--- config.mk ---
export PLATFORM = sky130hd
export DESIGN_NAME = walls_map_arbiter
export DESIGN_NICKNAME = d
export VERILOG_FILES = /design/src/rtl/walls_map_arbiter.sv
export SDC_FILE = /design/constraint.sdc
export NUM_CORES = 1
export LEC_CHECK = 0
export BUFFER_PORTS_ARGS = -buffer_cell sky130_fd_sc_hd__buf_2
export CAP_MARGIN = 20
export CORE_MARGIN = 10
export CORE_UTILIZATION = 50
export CTS_CLUSTER_DIAMETER = 120
export DETAILED_ROUTE_END_ITERATION = 10
export GPL_ROUTABILITY_DRIVEN = 0
export PLACE_DENSITY = 0.75
export SETUP_SLACK_MARGIN = 0.1
export SYNTH_ARGS = -nofsm -noshare
export SYNTH_HDL_FRONTEND = slang
export SYNTH_SLANG_ARGS = --single-unit
--- constraint.sdc ---
create_clock -name Clk -period 3.4 [get_ports Clk]
set_clock_uncertainty 0.1 [all_clocks]
set_input_delay 0.68 -clock Clk [delete_from_list [all_inputs] [get_ports Clk]]
set_output_delay 0.68 -clock Clk [all_outputs]
set_load 0.02 [all_outputs]
--- src/rtl/walls_map_arbiter.sv ---
// Wall-map RAM arbiter: full-map clear, renderer reads, and buffered SoC writes.
// Optional WALLS_WRITE_COUNT_EN adds a saturating write_count output.
module walls_map_arbiter #(
   parameter int ADDR_W       = 8,
   parameter int DATA_W       = 8,
   parameter int FIFO_DEPTH   = 4,
   parameter int STARVE_LIMIT = 8,
   parameter int CLEAR_VALUE  = 0
) (
   input  logic              Clk,
   input  logic              Reset,
   input  logic [ADDR_W-1:0] walls_addr,
   input  logic [DATA_W-1:0] walls_data,
   input  logic              walls_we,
   input  logic              screen_reset,
   input  logic              rd_req,
   input  logic [ADDR_W-1:0] rd_addr,
   output logic              rd_grant,
   output logic              rd_valid,
   output logic [DATA_W-1:0] rd_data,
   output logic [ADDR_W-1:0] ram_addr,
   output logic [DATA_W-1:0] ram_wdata,
   output logic              ram_we,
   input  logic [DATA_W-1:0] ram_rdata,
   output logic              busy,
`ifdef WALLS_WRITE_COUNT_EN
   output logic [15:0]       write_count,
`endif
   output logic              overflow
);

   localparam int PW = (FIFO_DEPTH > 1) ? $clog2(FIFO_DEPTH) : 1;
   localparam int CW = PW + 1;
   localparam int SW = $clog2(STARVE_LIMIT + 1);
   localparam int EW = ADDR_W + DATA_W;
   localparam logic [CW-1:0] DEPTH_C = CW'(FIFO_DEPTH);
   localparam logic [SW-1:0] SLIM    = SW'(STARVE_LIMIT);

   typedef enum logic {S_CLEAR, S_RUN} state_t;

   state_t            state_q, state_d;
   logic [ADDR_W-1:0] clr_cnt_q, clr_cnt_d;
   logic [SW-1:0]     starve_q, starve_d;
   logic [EW-1:0]     fifo_q [FIFO_DEPTH];
   logic [PW-1:0]     wr_ptr_q, rd_ptr_q;
   logic [CW-1:0]     cnt_q;
   logic              we_q, sr_q, overflow_q, rd_valid_q;
   logic              push, clr_req, pop, push_ok, empty, full;
   logic [EW-1:0]     head;

   assign push    = walls_we & ~we_q;
   assign clr_req = screen_reset & ~sr_q;
   assign empty   = (cnt_q == '0);
   assign full    = (cnt_q == DEPTH_C);
   assign head    = fifo_q[rd_ptr_q];
   // A flush or a same-cycle pop frees room before the push lands.
   assign push_ok = push & (clr_req | ~full | pop);

   assign rd_valid = rd_valid_q;
   assign rd_data  = ram_rdata;
   assign busy     = (state_q == S_CLEAR);
   assign overflow = overflow_q;

   always_comb begin
      state_d   = state_q;
      clr_cnt_d = clr_cnt_q;
      starve_d  = starve_q;
      pop       = 1'b0;
      rd_grant  = 1'b0;
      ram_we    = 1'b0;
      ram_addr  = '0;
      ram_wdata = '0;
      unique case (state_q)
         S_CLEAR: begin
            ram_we    = 1'b1;
            ram_addr  = clr_cnt_q;
            ram_wdata = DATA_W'(CLEAR_VALUE);
            clr_cnt_d = clr_cnt_q + 1'b1;
            starve_d  = '0;
            if (clr_cnt_q == '1) state_d = S_RUN;
         end
         S_RUN: begin
            if (rd_req && (empty || starve_q < SLIM)) begin
               rd_grant = 1'b1;
               ram_addr = rd_addr;
            end else if (!empty) begin
               pop       = 1'b1;
               ram_we    = 1'b1;
               ram_addr  = head[EW-1:DATA_W];
               ram_wdata = head[DATA_W-1:0];
            end
            if (empty || pop) starve_d = '0;
            else if (starve_q != SLIM) starve_d = starve_q + 1'b1;
         end
      endcase
      if (clr_req) begin
         state_d   = S_CLEAR;
         clr_cnt_d = '0;
      end
      if (Reset) begin
         pop       = 1'b0;
         rd_grant  = 1'b0;
         ram_we    = 1'b0;
         ram_addr  = '0;
         ram_wdata = '0;
      end
   end

   always_ff @(posedge Clk) begin
      if (Reset) begin
         state_q    <= S_CLEAR;
         clr_cnt_q  <= '0;
         starve_q   <= '0;
         wr_ptr_q   <= '0;
         rd_ptr_q   <= '0;
         cnt_q      <= '0;
         overflow_q <= 1'b0;
         rd_valid_q <= 1'b0;
         we_q       <= 1'b1;
         sr_q       <= 1'b1;
      end else begin
         state_q    <= state_d;
         clr_cnt_q  <= clr_cnt_d;
         starve_q   <= starve_d;
         rd_valid_q <= rd_grant;
         we_q       <= walls_we;
         sr_q       <= screen_reset;
         if (push & ~push_ok) overflow_q <= 1'b1;
         if (clr_req) begin
            rd_ptr_q <= '0;
            wr_ptr_q <= PW'(push);
            cnt_q    <= CW'(push);
         end else begin
            if (push_ok) wr_ptr_q <= wr_ptr_q + 1'b1;
            if (pop) rd_ptr_q <= rd_ptr_q + 1'b1;
            cnt_q <= cnt_q + CW'(push_ok) - CW'(pop);
         end
      end
   end

   always_ff @(posedge Clk) begin
      if (!Reset && push_ok)
         fifo_q[clr_req ? '0 : wr_ptr_q] <= {walls_addr, walls_data};
   end

`ifdef WALLS_WRITE_COUNT_EN
   logic [15:0] wcnt_q;

   always_ff @(posedge Clk) begin
      if (Reset || clr_req) wcnt_q <= '0;
      else if (pop && wcnt_q != 16'hFFFF) wcnt_q <= wcnt_q + 1'b1;
   end

   assign write_count = wcnt_q;
`endif

endmodule

==> impl_results.md, run 1 <==
* Mapped cell area at slightly below 4000 um2
* # port buffers at 49
* PD cells at 447.0 nW/um2
* Asr flop ratio synth at 0%
* DIE AREA at between 10000 and 15000 um2
* Pre-CTS setup slack at approximately 0.45 ns
* Post-cts resize count at 0
* Root buf cell: clkbuf_8
* Multi-input logic area at between 1000 and 1500 um2
* WP buf/inv at 2
* Global-route usage over all layers at between 10% and 20%
* Setup ws final at approximately 0.33 ns
* Fin. Hold Viols at 0
* Crit path kind: reg -> out
* Layout Area Growth over Synthesis at 12.91%
* DR pass1 iterations at 4
* Delay-heaviest family, CP: flip-flops
* Max-cap violation count at 0
* First-pass GRT wire length at roughly 11 mm
* Syn. warnings at 0
* Starting DRC count in detailed routing at 76
* Die H at between 100 and 150 um
* CP Cell Sequence: buf_4 > mux4_2 > a221oi_2 > nor3_1 > buf_2
* Post-synth EDFFs at 64
* Vias at about 2200
* Distinct cells, synth at between 40 and 50
* Crit path DAT at 2.29 ns
* Max Fclk at ~330 MHz
* CP peak stage delay at 0.57 ns
* Ant diodes at 0
* Commonest non-fill, non-tap cells in the layout: 64 x edfxtp_1, 49 x buf_2, 29 x nor2_1, 26 x dfxtp_1, 12 x inv_1
* Setup Fix Bufs, Post-CTS at 0
* Crit path max-delay cell type: dfxtp_1
* Die W at around 110 um
* Required time of the critical path at 2.62 ns
* Number of global-route vias before repair at between 2000 and 2500
* Flop-to-flop setup slack at slightly above 0.9 ns
* Relative slew slack at around 55%
* Peak VDD IR at 0.2788 mV
* # nets final at between 300 and 400
* Io pins at between 60 and 70
* Overall Power at slightly below 2 mW
* Starting Density at just over 50%
* Main synth FF type: edfxtp_1
* Syn Nets at 307
* Lkg Pwr at around 1.6 nW
* CTS tree: built
* Worst-margin pin slew at about 0.67 ns
* Min-delay worst type: reg -> reg
* Via density at 5.285
* Latest clock arrival within the worst-skew pair at 0.36 ns
* Worst Setup End Kind: output port
* Avg WL per Cell at around 17 um
* CTS Buf Count at 9
* Post-CTS Hold Fix Bufs at 0
* RSZ-0062 raised after global routing: no
* Register bit total from synthesis at 90
* Syn Inst Count at 264
* Critical Path Fanout Max at 10
* Status: completed
* Seq/Total Area, Yosys at a little over three fifths
* Max Slew Vio Count at 0
* Period Utilization, post-route at 90.44%
* Largest net degree at the start of global routing at 20
* Post-DRT Antenna Nets at 0
* Layout cell share with drive strength beyond 1 at around 30%
* Initial antenna violation count at 0
* H-tree levels at 3
* Clock slew at reported path FFs at about 0.09 ns
* Core ar. at about 7600 um2
* Fillers at around 610
* Most common cell after layout, fill and taps aside: edfxtp_1
* HPWL after DPL at roughly 4.8 mm
* Average cell area after synthesis at 14.64 um2
* Drt total wl at ~7 mm
* Residual DRC at 0
* GRT Residual Overflow at 0
* Clock buffer depth at 2
* Sinks on the clock net at 90
* Final Setup Violations at 0
* Final Critical Period at slightly above 3 ns
* Crit path launch type: flop
* Number of core rows at 32
* Register Area at approximately 2400 um2
cells by family (layout without fill, tap and decap cells):
| family | after synthesis | in the layout | share of synthesized area [%] |
|---|---|---|---|
| DFF | 90 | 90 | 63.17 |
| and+or+nand+nor | 82 | 82 | 11.65 |
| buffers and inverters | 32 | 87 | 5.242 |
| AOI/OAI and AO/OA | 27 | 27 | 5.146 |
| muxes | 18 | 18 | 10.61 |
| xor gates and xnor gates | 9 | 9 | 2.039 |
| adders and majority gates | 6 | 6 | 2.136 |
metrics by stage:
stage	utilization [%]	cell area (um2)	instances	hold WS, ns	setup TNS (ns)
floorplan	-	3866	264	0.3503	-4.181
global placement	54.95	4180	405	0.3327	0
detailed placement	54.95	4180	405	0.3414	0
CTS	57.38	4365	421	0.3534	0
global route	57.38	4365	421	0.3802	0
finish	57.38	4365	421	0.3444	0
final cells by class:
| class | count | area share (%) |
|---|---|---|
| Clock buffer | 10 | 2.923 |
| Clock inverter | 6 | 1.318 |
| Inverter | 12 | 1.032 |
| Multi-Input combinational cell | 142 | 28.52 |
| Sequential cell | 90 | 55.95 |
| Tap cell | 102 | 2.923 |
| Timing Repair Buffer | 59 | 7.337 |
power by group:
group          leakage (nW)  total [mW]  switching (mW)  internal [mW]
Sequential            0.787        1.19         0.00670           1.18
Combinational         0.688      0.0803          0.0461         0.0342
Clock                0.0890       0.682           0.348          0.334
Total                  1.56        1.95           0.401           1.55
final timing paths:
path	start	end	depth (start not counted)
worst max-delay path	flop	ram_addr[5]	5
worst min-delay path	overflow	overflow	2
worst max register to register	starve_q[3]	cnt_q[2]	10
worst min register to register	overflow	overflow	2
cells in the mapped netlist, types with 2 or more instances:
master	number	area (um2)
ha_1	5	62.56
nor2_1	29	108.9
buf_4	8	60.06
mux4_2	8	180.2
nor3_1	9	45.04
nand4_1	2	12.51
buf_2	5	25.02
a221oi_1	6	52.55
clkbuf_8	3	41.29
buf_6	2	22.52
nand3_1	3	15.01
nand2_1	5	18.77
a21oi_1	11	55.05
and2_1	8	50.05
mux2i_1	2	20.02
and2_2	2	15.01
nand3b_1	2	15.01
or2_2	3	18.77
xor2_1	4	35.03
mux4_1	8	210.2
nand2b_1	2	12.51
dfxtp_1	26	520.5
inv_1	12	45.04
nor2b_1	4	25.02
or3_1	2	12.51
nor4_1	3	18.77
o21ai_0	2	10.01
edfxtp_1	64	1922
xnor2_1	5	43.79
layer usage:
| layer | global-route usage [%] | part of all wire (%) |
|---|---|---|
| met2 | 19.47 | 47 |
| met1 | 15.28 | 44 |
| met5 | 0 | 0 |
| met3 | 6.127 | 8.6 |
| met4 | 3.435 | 0.64 |
worst reg2reg max path, cell delays in order (launching register included):
cell and delay (ns):
dfxtp_1 0.38, nor2b_4 0.18, o211ai_1 0.12, o21ai_1 0.44, ha_1 0.20, inv_1 0.04, ha_1 0.18, fa_1 0.37
xnor2_1 0.17, xnor2_1 0.14, nor2_1 0.05
registers in the layout, indices dropped and copies added, names as in the netlist, named ones only:
name	count
cnt_q	3
starve_q	4
overflow	1
wr_ptr_q	2
sr_q	1
rd_valid	1
we_q	1
state_q	1
fifo_q	64
rd_ptr_q	2
clr_cnt_q	8
(Power assumes the default switching activity.)
==> inputs of run 2 (changes only) <==
- CORE_UTILIZATION: 50 -> 52
- CTS_BUF_LIST: not set -> sky130_fd_sc_hd__clkbuf_4 sky130_fd_sc_hd__clkbuf_8
- PLACE_DENSITY: 0.75 -> 0.78
==> impl_results.md, run 2 (same netlist as run 1, synthesis figures left out) <==
* PD cells at 455.6 nW/um2 (+1.9%)
* Global-route usage over all layers at 13.10% (+0.56 points)
* Net Sw Frac at 24.26% (+3.7 points)
* Die W at 106.2 um (-1.6%)
* Relative slew slack at 58.58% (+3.1 points)
* Post-DP Area at 4177 um2 (about the same)
* Crit path kind: reg -> out
* Part of the power in combinational logic at 4.2% (about the same)
* Seq pwr share at 59.6% (-1.3 points)
* HPWL after DPL at 4.891 mm (+1.5%)
* Fin. Hold Viols at 0 (unchanged)
* Final hold slack at 0.3517 ns (+0.007219 ns)
* Post-DRT Antenna Nets at 0 (unchanged)
* RSZ-0062 raised after global routing: no
* Worst Setup End Kind: output port
* Hold Crit Depth at 2 (unchanged)
* Ant diodes at 0 (unchanged)
* Largest register by flop count: fifo_q
* Required time of the critical path at 2.62 ns (about the same)
* CTS Buf Count at 9 (unchanged)
* CP Cell Sequence: buf_4 > mux4_2 > a221oi_1 > nor3_1 > buf_2
* Final Setup Violations at 0 (unchanged)
* Internal at 1.510 mW (-2.6%)
* Clock buffer depth at 2 (unchanged)
* Peak VDD IR at 0.2970 mV (+6.5%)
* Critical Path Fanout Max at 7 (-3)
* # port buffers at 49 (unchanged)
* Max Slew Vio Count at 0 (unchanged)
* Core ar. at 7253 um2 (-4.7%)
* CTS tree: built
* Starting Density at 53.30% (+2.5 points)
* Min-delay worst type: reg -> reg
* Dpl cells at 402 (-0.74%)
* GRT Residual Overflow at 0 (unchanged)
* Met2 wire len at 3.550 mm (+7.6%)
* # nets final at 357 (unchanged)
* Overall Power at 1.994 mW (+2.2%)
* Setup Fix Bufs, Post-CTS at 0 (unchanged)
* Sinks on the clock net at 90 (unchanged)
* Starting DRC count in detailed routing at 107 (+41%)
* Crit path max-delay cell type: dfxtp_1
* Crit path launch type: flop
* DR pass1 iterations at 4 (unchanged)
* Number of core rows at 31 (-3.1%)
* Max FFs per register at 64 (unchanged)
* CP peak stage delay at 0.59 ns (+0.02 ns)
* Status: completed
* Die H at 106.2 um (-1.6%)
* H-tree levels at 3 (unchanged)
* Avg WL per Cell at 17.10 um (+2.9%)
* Worst r2r path cells at 10 (unchanged)
* Number of global-route vias before repair at 2311 (+2.4%)
* NetSw at 0.4837 mW (+21%)
* Latest clock arrival within the worst-skew pair at 0.36 ns (about the same)
* Vias at 2298 (+3.3%)
* Max layer used: met4
* Routed length on met1 at 3.007 mm (-1.2%)
* Via density at 5.498 (+4.0%)
* Lkg Pwr at 1.578 nW (+0.89%)
* Worst-margin pin slew at 0.6190 ns (-0.04669 ns)
* Metal3 WL at 445 um (-26%)
* Final Critical Period at 3.054 ns (-0.02094 ns)
* Fillers at 568 (-6.7%)
* Max-cap violation count at 0 (unchanged)
* Layout cell share with drive strength beyond 1 at 31.03% (+1.3 points)
* Clock power share at 36.2% (+1.2 points)
* Root buf cell: clkbuf_8
* Period Utilization, post-route at 89.82% (-0.62 points)
* First-pass GRT wire length at 11.61 mm (+2.7%)
* Post-Layout Inst Area at 4377 um2 (+0.26%)
* DIE AREA at 11280 um2 (-3.1%)
* Post-CTS Hold Fix Bufs at 0 (unchanged)
* Register Area at 2442 um2 (unchanged)
* Layout Area Growth over Synthesis at 13.20%
* Post-cts resize count at 0 (unchanged)
* Crit path DAT at 2.27 ns (-0.02 ns)
* Top flop regs: fifo_q: 64 flops, clr_cnt_q: 8 flops, starve_q: 4 flops
* Residual DRC at 0 (unchanged)
* Io pins at 66 (unchanged)
* Commonest non-fill, non-tap cells in the layout: 64 x edfxtp_1, 49 x buf_2, 29 x nor2_1, 26 x dfxtp_1, 12 x inv_1
* Multi-input logic area at 1245 um2 (unchanged)
* Initial antenna violation count at 0 (unchanged)
* Most common cell after layout, fill and taps aside: edfxtp_1
* Largest net degree at the start of global routing at 20 (unchanged)
* Drt total wl at 7.146 mm (+2.2%)
* Post-Layout Cell Count at 418 (-0.71%)
* Clock slew at reported path FFs at 0.10 ns (about the same)
* Max Fclk at 327.4 MHz (+0.69%)
[run 2: cell count changes in the layout (fill, tap and decap cells not counted)]
cell and change:
clkbuf_1 -1, clkinvlp_4 -1, bufinv_16 -1, clkinv_8 +1, inv_8 +3, inv_6 +2
clkinv_1 -3
[run 2: worst paths after layout]
path,start,end,slack (ns)
max,flop,ram_addr[6],0.35
min,overflow,overflow,0.35
max reg2reg,state_q,cnt_q[2],0.56
min reg2reg,overflow,overflow,0.35
[run 2: area by class of cell]
| class | instances | share of cell area [%] |
|---|---|---|
| multi-input cells | 142 | 28.44 |
| clock buffers | 9 | 2.830 |
| repair buffers | 59 | 7.318 |
| clock inverters | 7 | 1.744 |
| flip-flops and latches | 90 | 55.80 |
| inverters | 12 | 1.029 |
| well taps | 99 | 2.830 |
[run 2: layer usage]
metal	GRT usage (%)	vias up
li1	-	1083
met1	15.80	1140
met2	21.33	64
met3	3.684	11
met4	6.093	0
met5	0	-
[run 2: power by group through the flow]
stage	combinational (mW)	sequential [mW]	clock, mW
floorplan	0.0593	1.21	0
global placement	0.0790	1.21	0
detailed placement	0.0833	1.21	0
CTS	0.0835	1.19	0.730
global route	0.0928	1.19	0.772
finish	0.0829	1.19	0.722
[run 2: worst max-delay path, delay by kind of cell, from the launching register on]
kind | cells | cell delay (ns)
simple gates | 1 | 0.08
compound gates | 1 | 0.31
mux | 1 | 0.53
buf+inv | 2 | 0.41
flops | 1 | 0.59
[run 2: metrics by stage]
| step | setup slack (ns) | TNS [ns] | util [%] |
|---|---|---|---|
| 2_1_floorplan | -0.08712 | -4.181 | - |
| 3_3_place_gp | 0.5196 | 0 | 57.58 |
| 3_5_place_dp | 0.3981 | 0 | 57.58 |
| 4_1_cts | 0.3082 | 0 | 60.34 |
| 5_1_grt | 0.2091 | 0 | 60.34 |
| 6_report | 0.3460 | 0 | 60.34 |
==> inputs of run 3 (changes only) <==
- RECOVER_POWER: not set -> 25
==> impl_results.md, run 3 (same netlist as run 1, synthesis figures left out) <==
* Layout cell share with drive strength beyond 1 at 27.27% (-3.8 points)
* Post-DRT Antenna Nets at 0 (unchanged)
* First-pass GRT wire length at 11.61 mm (unchanged)
* Number of core rows at 31 (unchanged)
* Fin. Hold Viols at 0 (unchanged)
* Latest clock arrival within the worst-skew pair at 0.36 ns (about the same)
* CTS Buf Count at 9 (unchanged)
* Lkg Pwr at 1.545 nW (-2.1%)
* Die H at 106.2 um (unchanged)
* Crit path launch type: flop
* Commonest non-fill, non-tap cells in the layout: 64 x edfxtp_1, 37 x buf_2, 29 x nor2_1, 26 x dfxtp_1
* Starting DRC count in detailed routing at 90 (-16%)
* Min-delay worst type: reg -> reg
* Max FFs per register at 64 (unchanged)
* Crit path kind: reg -> out
* Max-cap violation count at 0 (unchanged)
* Period Utilization, post-route at 89.96% (+0.14 points)
* Layout Area Growth over Synthesis at 12.82%
* Pre-CTS setup slack at 0.3981 ns (unchanged)
* CTS tree: built
* Max Fclk at 326.9 MHz (-0.15%)
* Fillers at 574 (+1.1%)
* Post-CTS Hold Fix Bufs at 0 (unchanged)
* Setup ws final at 0.3414 ns (-0.004613 ns)
* Via density at 5.478 (-0.35%)
* Post-DP Area at 4177 um2 (unchanged)
* GRT Residual Overflow at 0 (unchanged)
* Multi-input logic area at 1245 um2 (unchanged)
* Register Area at 2442 um2 (unchanged)
* Global-route usage over all layers at 13.10% (unchanged)
* Peak VDD IR at 0.2965 mV (-0.15%)
* Worst Setup End Kind: output port
* DR pass1 iterations at 4 (unchanged)
* Post-cts resize count at 0 (unchanged)
* HPWL after DPL at 4.891 mm (unchanged)
* Crit path DAT at 2.28 ns (about the same)
* Critical Path Fanout Max at 7 (unchanged)
* Status: completed
* Die W at 106.2 um (unchanged)
* Avg WL per Cell at 17.10 um (about the same)
* Total Neg Setup Slack at 0 ns (unchanged)
* Post-Layout Inst Area at 4362 um2 (-0.34%)
* Clock buffer depth at 2 (unchanged)
* Residual DRC at 0 (unchanged)
* Root buf cell: clkbuf_8
* # port buffers at 49 (unchanged)
* Top flop regs: fifo_q: 64 flops, clr_cnt_q: 8 flops, starve_q: 4 flops
* Overall Power at 1.990 mW (-0.19%)
* Starting Density at 53.30% (unchanged)
* Io pins at 66 (unchanged)
* DIE AREA at 11280 um2 (unchanged)
* Drt total wl at 7.149 mm (about the same)
* Required time of the critical path at 2.62 ns (about the same)
* RSZ-0062 raised after global routing: no
* Ant diodes at 0 (unchanged)
* Most common cell after layout, fill and taps aside: edfxtp_1
* Dpl cells at 402 (unchanged)
* Max Slew Vio Count at 0 (unchanged)
* Clock slew at reported path FFs at 0.10 ns (about the same)
* H-tree levels at 3 (unchanged)
* Vias at 2290 (-0.35%)
* Initial antenna violation count at 0 (unchanged)
* Final hold slack at 0.3519 ns (+0.0002820 ns)
* Worst-margin pin slew at 0.6189 ns (-0.00003582 ns)
* Final Critical Period at 3.059 ns (+0.004613 ns)
* Relative slew slack at 58.58% (about the same)
* Largest register by flop count: fifo_q
* Core Util, Final at 60.13% (-0.21 points)
* Largest net degree at the start of global routing at 20 (unchanged)
* Sinks on the clock net at 90 (unchanged)
* Setup Fix Bufs, Post-CTS at 0 (unchanged)
* Number of global-route vias before repair at 2311 (unchanged)
* # nets final at 357 (unchanged)
* Core ar. at 7253 um2 (unchanged)
* Final Setup Violations at 0 (unchanged)
* Post-Layout Cell Count at 418 (unchanged)
* PD cells at 456.2 nW/um2 (+0.15%)
==> run 3: cell types whose count changed in the layout (fill, tap and decap cells not counted), sizes merged <==
cell	previous run	this run
clkbuf	9	21
buf	59	47
==> run 3: layout make-up <==
| cell class | count | area share [%] |
|---|---|---|
| multi-input combinational | 142 | 28.54 |
| inverter | 12 | 1.033 |
| tap | 99 | 2.840 |
| clock inverter | 7 | 1.750 |
| clock buffer | 9 | 2.840 |
| sequential | 90 | 56.00 |
| timing repair buffer | 59 | 6.999 |
==> run 3: critical path: stages (launching register included) <==
cell and delay, ns:
dfxtp_1 0.59, buf_4 0.24, mux4_2 0.53, a221oi_1 0.31, nor3_1 0.08, buf_2 0.17
==> run 3: metal layers <==
metal	wire [um]	vias up	GRT usage [%]
met1	3015	1127	15.80
li1	-	1081	-
met5	0	-	0
met3	529	11	3.684
met2	3462	71	21.33
met4	142	0	6.093
==> run 3: power breakdown <==
group | total, mW | internal [mW] | switching [mW]
Combinational | 0.0809 | 0.0324 | 0.0485
Sequential | 1.19 | 1.18 | 0.00660
Clock | 0.720 | 0.294 | 0.427
Total | 1.99 | 1.51 | 0.482
==> run 3: final timing paths <==
| path | from | end | slack (ns) | depth (start not counted) |
|---|---|---|---|---|
| worst min-delay path | overflow | overflow | 0.35 | 2 |
| worst min register to register | overflow | overflow | 0.35 | 2 |
| worst max register to register | state_q | cnt_q[2] | 0.54 | 10 |
| worst max-delay path | flop | ram_addr[6] | 0.34 | 5 |
